--- config.mk ---
export PLATFORM = sky130hd
export DESIGN_NAME = bias_relu_stage
export DESIGN_NICKNAME = d
export VERILOG_FILES = /design/src/rtl/bias_pkg.sv /design/src/rtl/bias_relu_stage_sat.sv /design/src/rtl/bias_relu_stage.sv
export SDC_FILE = /design/constraint.sdc
export NUM_CORES = 1
export LEC_CHECK = 0
export CORE_AREA = 2 2 412 414
export DETAILED_ROUTE_END_ITERATION = 8
export DIE_AREA = 0 0 414 416
export GPL_ROUTABILITY_DRIVEN = 1
export PLACE_DENSITY = 0.3
export SYNTH_ARGS = -nofsm -noshare
export SYNTH_HDL_FRONTEND = slang
export SYNTH_SLANG_ARGS = --single-unit
--- constraint.sdc ---
create_clock -name clk -period 16.71 [get_ports clk]
set_input_delay 1.671 -clock clk [delete_from_list [all_inputs] [get_ports clk]]
set_output_delay 1.671 -clock clk [all_outputs]
set_load 0.005 [all_outputs]
--- src/rtl/bias_pkg.sv ---
// Shared types and sign-magnitude helpers for the bias/ReLU stage.
package bias_pkg;

  localparam int WIDTH = 16;
  localparam int CHANNELS = 64;

  typedef logic [WIDTH-1:0] sm_t;
  typedef logic signed [WIDTH:0] tc_t;

  localparam tc_t SAT_MAX = tc_t'((1 << (WIDTH-1)) - 1);

  function automatic tc_t sm_to_tc(input sm_t x);
    tc_t m;
    m = {2'b00, x[WIDTH-2:0]};
    return x[WIDTH-1] ? -m : m;
  endfunction

  // Negative results never produce a negative-zero encoding.
  function automatic sm_t tc_to_sm_sat(
    input tc_t v,
    input logic relu
  );
    tc_t a;
    a = (v < 0) ? -v : v;
    if (a > SAT_MAX) a = SAT_MAX;
    if (v < 0) return relu ? '0 : {1'b1, a[WIDTH-2:0]};
    return {1'b0, a[WIDTH-2:0]};
  endfunction

endpackage

--- src/rtl/bias_relu_stage_sat.sv ---
// Saturate, optional ReLU and sign-magnitude re-encode of a biased sum.
module sm_sat_add
  import bias_pkg::*;
#(
  parameter bit RELU = 1'b1
) (
  input  tc_t sum,
  output sm_t res
);

  assign res = tc_to_sm_sat(sum, RELU);

endmodule

--- src/rtl/bias_relu_stage.sv ---
// Two-stage streaming bias add with ReLU/saturation per output channel.
module bias_relu_stage
  import bias_pkg::*;
#(
  parameter int CHANNELS = bias_pkg::CHANNELS,
  parameter int WIDTH = bias_pkg::WIDTH,
  parameter bit RELU = 1'b1
) (
  input  logic clk,
  input  logic rst,
  input  logic [WIDTH-1:0] bias_mem [0:CHANNELS-1],
  input  logic [WIDTH-1:0] in_data,
  input  logic in_valid,
  output logic in_ready,
  output logic [WIDTH-1:0] out_data,
  output logic [$clog2(CHANNELS)-1:0] out_chan,
  output logic out_valid,
  input  logic out_ready,
  output logic pixel_done
);

  localparam int CW = $clog2(CHANNELS);
  localparam logic [CW-1:0] LAST = CW'(CHANNELS-1);

  logic [CW-1:0] chan;
  logic [CW-1:0] s1_chan;
  logic [CW-1:0] s2_chan;
  logic s1_valid;
  logic s2_valid;
  tc_t s1_sum;
  sm_t s2_data;
  sm_t res;
  logic adv1;
  logic adv2;
  logic fire_in;

  assign adv2 = !s2_valid || out_ready;
  assign adv1 = !s1_valid || adv2;
  assign in_ready = adv1 && !rst;
  assign fire_in = in_valid && in_ready;

  always_ff @(posedge clk) begin
    if (rst) begin
      chan <= '0;
      s1_valid <= 1'b0;
      s1_sum <= '0;
      s1_chan <= '0;
    end else begin
      if (adv1) s1_valid <= fire_in;
      if (fire_in) begin
        s1_sum <= sm_to_tc(in_data) + sm_to_tc(bias_mem[chan]);
        s1_chan <= chan;
        chan <= (chan == LAST) ? '0 : chan + 1'b1;
      end
    end
  end

  sm_sat_add #(.RELU(RELU)) u_sat (
    .sum(s1_sum),
    .res(res)
  );

  // S2 only reloads when it can move, so a stalled output holds.
  always_ff @(posedge clk) begin
    if (rst) begin
      s2_valid <= 1'b0;
      s2_data <= '0;
      s2_chan <= '0;
    end else if (adv2) begin
      s2_valid <= s1_valid;
      if (s1_valid) begin
        s2_data <= res;
        s2_chan <= s1_chan;
      end
    end
  end

  assign out_valid = s2_valid;
  assign out_data = s2_data;
  assign out_chan = s2_chan;
  assign pixel_done = s2_valid && out_ready && (s2_chan == LAST);

endmodule

After elaboration in Yosys (flattened, before gate mapping)
Cells that the tools add are included.
{"block": "word_totals", "reg_bits": 53, "inputBits": 1044, "out_inout_bits": 25}
{"block": "classes", "add_sub_neg": 5, "order_cmp": 3, "n_eq_ne": 2, "mux": 11, "n_bitwise": 1, "reduce_logical": 10}
{"operator": "$bmux 16 s6", "n": 1}
{"operator": "$mux 16", "n": 4}
{"operator": "$mux 17", "n": 3}
{"operator": "$neg 15->17", "n": 2}
{"operator": "$add 17x17->17", "n": 1}
{"operator": "$gt 17x16->1 const B", "n": 1}
{"operator": "$lt 17x1->1 const B", "n": 1}
{"operator": "$neg 17->17", "n": 1}
{"operator": "$mux 15", "n": 1}
{"operator": "$eq 6x6->1 const B", "n": 2}
{"operator": "$ge 7x7->1 const B", "n": 1}
{"operator": "$not 6->7", "n": 1}
{"operator": "$add 6x1->6 const B", "n": 1}
{"operator": "$mux 6", "n": 1}
{"operator": "$logic_and 1x1->1", "n": 4}
{"operator": "$logic_not 1->1", "n": 3}
{"operator": "$logic_or 1x1->1", "n": 2}
{"operator": "$reduce_and 2->1", "n": 1}
{"operator": "$mux 1", "n": 1}

Logic depth before layout (Yosys ltp)
Gate-level depths: netlist of run 1.
{"block": "logic_depth", "ltp_word": 7, "mapped_depth": 24, "mapped_depth_nobuf": 20}

By module
From an unflattened synthesis of run 1, not the netlist that was laid out.
{"block": "hier_totals", "hier_cells": 1021, "area_unflattened_um2": 11631.2}
{"module": "bias_relu_stage", "n_inst": 1, "cells_each": 1002, "area_each_um2": 11453.5, "seq_area_each_um2": 1061.0}
{"module": "sm_sat_add", "n_inst": 1, "cells_each": 19, "area_each_um2": 177.7, "seq_area_each_um2": 0.0}

Least setup slack after synthesis of run 1
OpenSTA, ideal clock, no wires.
{"block": "synth_path", "kind": "input -> register", "startpoint": "in bias_mem[385] (netlist bit)", "endpoint": "reg s1_sum[16]", "arrival_time_ns": 5.887, "required_time_ns": 16.585, "setup_slack_ns": 10.697, "stages": 19, "n_path_buf": 0, "path_cell_list": "mux4_2 mux4_2 mux4_2 inv_1 ha_1 nand3_1 or3_1 nand2_1 xor2_1 ha_1 and2_1 o21a_1 a31oi_1 a21oi_1 a311oi_1 o21a_1 nor3b_1 a311oi_1 nand3_1"}
{"block": "synth_between", "elab_chain_cells": 6}
{"item": "from (decl)", "line_no": "bias_relu_stage.sv:11", "text": "input logic [WIDTH-1:0] bias_mem [0:CHANNELS-1],"}
{"item": "$bmux 16 s6 *", "line_no": "bias_relu_stage.sv:51", "text": "s1_sum <= sm_to_tc(in_data) + sm_to_tc(bias_mem[chan]);"}
{"item": "$mux 16 (implied by the code) * (2 in a row)", "line_no": "bias_relu_stage.sv:51"}
{"item": "$neg 15->17", "line_no": "bias_pkg.sv:15", "text": "return x[WIDTH-1] ? -m : m;"}
{"item": "$mux 17 *", "line_no": "bias_pkg.sv:15"}
{"item": "$add 17x17->17 *", "line_no": "bias_relu_stage.sv:51"}
{"item": "to (signal assigned)", "line_no": "bias_relu_stage.sv:51"}
{"item": "to (decl)", "line_no": "bias_relu_stage.sv:30", "text": "tc_t s1_sum;"}
Mark *: on every way between the ends. The rest lies on a longest branch, timed or not. The select of a mux whose other input is x is not followed.
A chain may end at the register's enable or synchronous reset.

Worst setup path after layout of run 1
{"block": "layout_path", "startpoint": "reg chan[0]", "endpoint": "reg s1_sum[16]"}
{"block": "layout_between", "elab_chain_cells": 7}
{"item": "from (decl)", "line_no": "bias_relu_stage.sv:25", "text": "logic [CW-1:0] chan;"}
{"item": "from (signal assigned)", "line_no": "bias_relu_stage.sv:53", "text": "chan <= (chan == LAST) ? '0 : chan + 1'b1;"}
{"item": "$not 6->7 (implied by the code) *", "line_no": "bias_relu_stage.sv:51"}
{"item": "$bmux 16 s6 *", "line_no": "bias_relu_stage.sv:51"}
{"item": "$mux 16 (implied by the code) * (2 in a row)", "line_no": "bias_relu_stage.sv:51"}
{"item": "$neg 15->17", "line_no": "bias_pkg.sv:15"}
{"item": "$mux 17 *", "line_no": "bias_pkg.sv:15"}
{"item": "$add 17x17->17 *", "line_no": "bias_relu_stage.sv:51"}
Marked as above.

==> metrics.txt, run 1 <==
Post-CTS Setup Inserts=0; Avg Cell Area, Syn=around 11 µm²; final worst slack=~9.3 ns; Worst path slowest cell=dfxtp_4; Sw Share=0.378; number of flops mapped to enable cells by yosys=0; final cell count without fillers=approximately 4,300; outcome=finished, final reports clean; Tot GR Track Use=0.147; CTS tree=yes; CP cell instances=buf_4, buf_4, mux4_2, a22o_1, a211oi_1, a21oi_1, a21boi_1, nand3_1, or3_1, nand2_1, xor2_1, ha_1, and2_1, o21a_1, a31oi_1, a21oi_1, a311oi_1, o21a_1, nor3b_1, a311oi_1, nand3_1; layout net count=between 3,000 and 4,000; Clock Latency Late Sink=around 0.36 ns; endpoints failing hold=0; critical path's largest stage delay=roughly 0.80 ns; Setup crit start kind=flip-flop; min Tclk post-route=roughly 7.5 ns; # rows=151; Worst Path Required=16.90 ns; Routed WL=between 100 and 150 mm; Clk pin slew, worst setup/hold paths=roughly 0.13 ns; met3 Track Usage GR=0.0362; Worst VDD drop=0.0401 mV; Final Util=0.148; Worst Reg2Reg Path Length in Cells=21; global route hottest layer=met2; critical path depth=21; post-CTS sizing=0; synthesized net count=approximately 2,100; global-route wire length before repair=167 mm; Clock Skew=0.0546 ns; Initial Utilization=0.0677; Logic pwr share=0.710; layout cells sized above 1=0.162; Post-synth top flop=dfxtp_1; CTS Hold Buffers Added=0; # placed instances=around 4,300; vias in the first global route=roughly 16,000; relative slew slack=0.314; Worst path top cell family by delay=compound AO/OA/AOI/OAI gates; Max Cap Violations=0; CP bufs+invs=2; worst-path fanout max=41; final worst path period share=0.446; grt met1 use=0.178; Leak=about 7.6 nW; register area share after synthesis=0.0914; synthesized flop and latch total=52; Sw Pwr=about 0.37 mW; setup violators final=0; TNS Setup=0 ns; Die ar.=0.172 mm²; DP Area=approximately 0.025 mm²; mapped cell area=0.0114 mm²; met2 Track Usage GR=0.272; FFs w/ async S/R, synth=0; hold depth=2; Detail Route Antenna Nets=0; largest net degree at the start of global routing=108; Clock power frac=0.127; DP HPWL=approximately 120 mm; kind of critical path=reg2reg; Routability Congestion=about 0.87; DR DRC count=0; clk sink count=between 50 and 60; I/O Buffers=around 1,100; Netlist cell types=62; Clock Tree Buf Depth=2; Pre-Repair DR Iteration Count=5; Fin Hold WS=0.429 ns; die height=416 µm; clk root buf=clkbuf_16; Overflow after GRT=0; Gate Count Post-Synth=1,042; RSZ-0062 raised after global routing=false; via count=roughly 15,000; core area=roughly 0.17 mm²; Final Instance Area=0.0248 mm²; Die Width=roughly 410 µm; I/O pins=approximately 1,100; Worst Path Arrival=between 7 and 8 ns; DR iter-0 viols=691; per-cell routed wire length=roughly 31 µm; Flop pwr share=0.163; total power=0.985 mW; power density over cell area=~40 mW/mm²; initial antenna violation count=82; FMAX=around 0.13 GHz; P_int=between 0.6 and 0.7 mW; Area Overhead vs Synth=118%; Num CTS Buffers=5; Min-Delay Path Class=reg2reg; via/cell ratio=3.40; DP Worst Slack=between 9 and 10 ns; crit end category=flip-flop; htree depth=2; Slew Limit Fails=0; Worst-Margin Slew=slightly above 1 ns; synth warn=0
==> state kept, by name, indices dropped and copies added, names as in the netlist <==
name	cells
s1_valid	1
chan	6
out_data	15
out_chan	6
s1_chan	6
out_valid	1
s1_sum	17
==> cell usage in the layout (no fill, tap or decap), types with 5 or more instances in the layout <==
master,count
a211o_1,5
a211oi_1,11
a21oi_1,68
a221oi_1,18
a22o_1,15
a22oi_1,36
a31oi_1,9
and2_1,8
and3_1,5
buf_4,37
clkbuf_16,5
clkdlybuf4s50_1,1067
dfxtp_1,46
diode_2,17
ha_1,19
inv_1,12
mux2_2,8
mux2i_1,50
mux4_2,250
nand2_1,67
nand3_1,26
nand4_1,5
nor2_1,59
nor2b_1,9
nor3_1,25
o211ai_1,5
o21ai_0,39
o221ai_1,11
o22ai_1,7
o31ai_1,6
xnor2_1,27
xor2_1,16
==> power groups by stage <==
stage / Combinational [mW] / Clock, mW / Sequential, mW
after CTS: 0.721 / 0.135 / 0.162
final: 0.699 / 0.125 / 0.160
after detailed placement: 0.718 / 0 / 0.164
after global routing: 0.756 / 0.137 / 0.164
after global placement: 0.720 / 0 / 0.165
after floorplan: 0.314 / 0 / 0.150
==> area by class of cell <==
cell class,instances,area (µm²)
Fill cell,19000,143000
Timing Repair Buffer,1106,11000
Multi-Input combinational cell,865,9760
Tap cell,2218,2780
Sequential cell,52,1060
Clock buffer,5,125
Inverter,15,57.6
Antenna cell,17,42.5
Clock inverter,3,27.5
==> final timing paths <==
path	from	end	slack, ns
worst max-delay path	chan[0]$_SDFFE_PP0P_	s1_sum[16]$_SDFFE_PP0P_	9.26
worst min-delay path	s1_chan[5]$_SDFFE_PP0P_	out_chan[5]$_SDFFE_PP0P_	0.43
worst max register to register	chan[0]$_SDFFE_PP0P_	s1_sum[16]$_SDFFE_PP0P_	9.26
worst min register to register	s1_chan[5]$_SDFFE_PP0P_	out_chan[5]$_SDFFE_PP0P_	0.43
==> synthesized netlist by cell type, types with 7 or more instances <==
master    number  area (µm²)
a211oi_1      14         105
a21oi_1       68         340
a221oi_1      19         166
a22o_1        15         131
a22oi_1       36         270
a31oi_1        9        56.3
and2_1         9        56.3
buf_1         13        48.8
buf_2         26         130
buf_4          9        67.6
buf_6         13         146
clkbuf_1      48         180
dfxtp_1       52        1040
ha_1          19         238
inv_1         13        48.8
mux2_2         8        90.1
mux2i_1       50         500
mux4_2       250        5630
nand2_1       67         251
nand3_1       27         135
nor2_1        62         233
nor2b_1       11        68.8
nor3_1        25         125
o21ai_0       39         195
o221ai_1      11        96.3
o22ai_1        7        43.8
o31ai_1        7        52.6
xnor2_1       27         236
xor2_1        16         140
==> metal layers <==
layer | vias to the layer above | wire length [µm] | share of wire
li1 | 6403 | - | -
met1 | 7286 | 54500 | 0.41
met2 | 694 | 67700 | 0.51
met3 | 116 | 8240 | 0.063
met4 | 38 | 826 | 0.0063
met5 | - | 251 | 0.0019
==> tightest hold or removal path: stages, from the launching register on <==
cell     delay, ns
dfxtp_1       0.32
nand2_1       0.06
a21oi_1       0.05
==> cells by family after synthesis <==
| kind of cell | after synthesis | share of synthesized area |
|---|---|---|
| mux | 308 | 0.546 |
| other cells | 1 | 0.000329 |
| xor+xnor | 43 | 0.0331 |
| buf+inv | 125 | 0.0566 |
| simple gates | 230 | 0.0941 |
| flops | 52 | 0.0914 |
| fa+ha+maj | 20 | 0.0226 |
| compound gates | 263 | 0.155 |
Note: power is estimated with default switching activity, not from simulation.
==> inputs of run 2 (changes only) <==
--- a/config.mk
+++ b/config.mk
@@ -9,7 +9,7 @@
 export DETAILED_ROUTE_END_ITERATION = 8
 export DIE_AREA = 0 0 414 416
 export GPL_ROUTABILITY_DRIVEN = 1
-export PLACE_DENSITY = 0.3
+export PLACE_DENSITY = 0.31
 export SYNTH_ARGS = -nofsm -noshare
 export SYNTH_HDL_FRONTEND = slang
 export SYNTH_SLANG_ARGS = --single-unit
==> constraint.sdc (replaced) <==
create_clock -name clk -period 6.6 [get_ports clk]
set_input_delay 0.66 -clock clk [delete_from_list [all_inputs] [get_ports clk]]
set_output_delay 0.66 -clock clk [all_outputs]
set_load 0.005 [all_outputs]
==> run 2 against run 1 <==
Critical endpoint unchanged. Highest routed layer unchanged. Count of clock-buffer cells in the layout is the same. Worst setup slack lost 8.7 ns. Wire length grew 1.6%. Final area grew 2.7%.
==> metrics.txt, run 2 (synthesis results as in run 1) <==
Routed WL=134 mm (+1.6%); DR DRC count=0 (unchanged); FMAX=0.165 GHz (+23%); Initial Utilization=0.0677 (unchanged); Most flops, register=s1_sum; Clock Skew=0.0224 ns (-0.0322 ns); DP HPWL=120 mm (+2.8%); Detail Route Antenna Nets=0 (unchanged); via/cell ratio=3.40 (about the same); Min-Delay Path Class=reg2reg; Slew Limit Fails=0 (unchanged); layout net count=3,185 (+2.4%); vias in the first global route=16,400 (+3.0%); kind of critical path=reg2reg; Max Cap Violations=0 (unchanged); total power=2.59 mW (+160%); Clk pin slew, worst setup/hold paths=0.09 ns (-0.04 ns); clk root buf=clkbuf_16; initial antenna violation count=68 (-17%); layout cells sized above 1=0.192 (+0.0300); Pre-Repair DR Iteration Count=5 (unchanged); setup violators final=0 (unchanged); DR iter-0 viols=704 (+1.9%); CTS tree=yes; I/O pins=1,069 (unchanged); endpoints failing hold=0 (unchanged); # rows=151 (unchanged); Die Width=414 µm (unchanged); relative slew slack=0.239 (-0.0753); via count=14,800 (+1.6%); I/O Buffers=1,067 (unchanged); global-route wire length before repair=170 mm (+1.9%); RSZ-0062 raised after global routing=false; Num CTS Buffers=5 (unchanged); Worst-Margin Slew=1.14 ns (+0.113 ns); Worst VDD drop=0.101 mV (+150%); commonest cells after routing, fill and taps aside=clkdlybuf4s50_1, mux4_2, buf_4; largest net degree at the start of global routing=68 (-37%); outcome=finished, final reports clean; DP Area=0.0253 mm² (+2.6%); Overflow after GRT=0 (unchanged); CTS Hold Buffers Added=0 (unchanged); Routability Congestion=0.851 (-2.5%); core area=0.168 mm² (unchanged); Final Instance Area=0.0255 mm² (+2.7%); final worst path period share=0.917 (+0.471); Worst Path Required=6.86 ns (-10.04 ns); worst-path fanout max=29 (-29%); Area Overhead vs Synth=124%; die height=416 µm (unchanged); power density over cell area=102 mW/mm² (+160%); Worst Path Arrival=6.31 ns (-1.33 ns); Setup crit start kind=flip-flop; per-cell routed wire length=30.7 µm (about the same); max reg flops=17 (unchanged); htree depth=2 (unchanged); TNS Setup=0 ns (unchanged); Clock Tree Buf Depth=2 (unchanged); Tot GR Track Use=0.150 (+0.00238); commonest non-fill, non-tap cell in the layout=clkdlybuf4s50_1; Leak=8.03 nW (+5.3%); Clock Latency Late Sink=0.32 ns (-0.04 ns); min Tclk post-route=6.05 ns (-1.40 ns); crit end category=flip-flop; clk sink count=52 (unchanged); Die ar.=0.172 mm² (unchanged)
[run 2: cell type report]
type	instances	area, µm²
inverters	15	57.6
multi-input cells	865	9770
clock inverters	3	27.5
flip-flops and latches	52	1060
repair buffers	1182	11700
clock buffers	5	125
diodes	9	22.5
well taps	2218	2780
fillers	19000	143000
[run 2: metrics by stage]
stage	std cells	setup slack, ns	utilization	hold slack, ns
floorplan	1042	1.37	-	0.430
global placement	4331	0.0271	0.150	0.451
detailed placement	4331	0.0199	0.150	0.447
CTS	4339	0.0381	0.151	0.451
global route	4342	0.0800	0.152	0.484
finish	4349	0.551	0.152	0.449
[run 2: where the power goes]
| group | internal (mW) | switching, mW | leakage, nW |
|---|---|---|---|
| clock network | 0.145 | 0.153 | 0.0720 |
| logic | 1.13 | 0.770 | 7.53 |
| registers | 0.355 | 0.0429 | 0.429 |
| total | 1.63 | 0.965 | 8.03 |
[run 2: what timing repair did]
action	CTS	global route
setup buffers	0	1
endpoints found under the setup margin	1	2
gates resized for setup	1	2
cloned	0	0
[run 2: path summary, 6_finish.rpt]
path,slack (ns),cells after the start,end,start
setup / recovery,0.55,20,s1_sum[16]$_SDFFE_PP0P_,chan[2]$_SDFFE_PP0P_
hold / removal,0.45,2,out_chan[5]$_SDFFE_PP0P_,s1_chan[5]$_SDFFE_PP0P_
setup reg to reg,0.55,20,s1_sum[16]$_SDFFE_PP0P_,chan[2]$_SDFFE_PP0P_
hold reg to reg,0.45,2,out_chan[5]$_SDFFE_PP0P_,s1_chan[5]$_SDFFE_PP0P_
[run 2: worst max-delay path, cell delays in order, from the launching register on]
cell and delay, ns:
dfxtp_4 0.78, nor2b_1 0.97, a221oi_1 0.23, a21oi_1 0.20
nor2_1 0.08, nor3_1 0.53, o31ai_2 0.32, or3_1 0.47
nand2_1 0.10, xor2_1 0.16, ha_1 0.27, and2_1 0.18
o21a_1 0.17, a31oi_1 0.22, a21oi_1 0.14, a311oi_1 0.36
o21a_1 0.22, buf_4 0.13, nand2_1 0.05, a211o_1 0.27
nand3_1 0.08
[run 2: metal layers]
metal | global-route usage | part of all wire | up-vias
li1 | - | - | 6554
met1 | 0.183 | 0.42 | 7410
met2 | 0.277 | 0.52 | 681
met3 | 0.0339 | 0.059 | 94
met4 | 0.00695 | 0.0046 | 30
met5 | 0 | 0.0014 | -
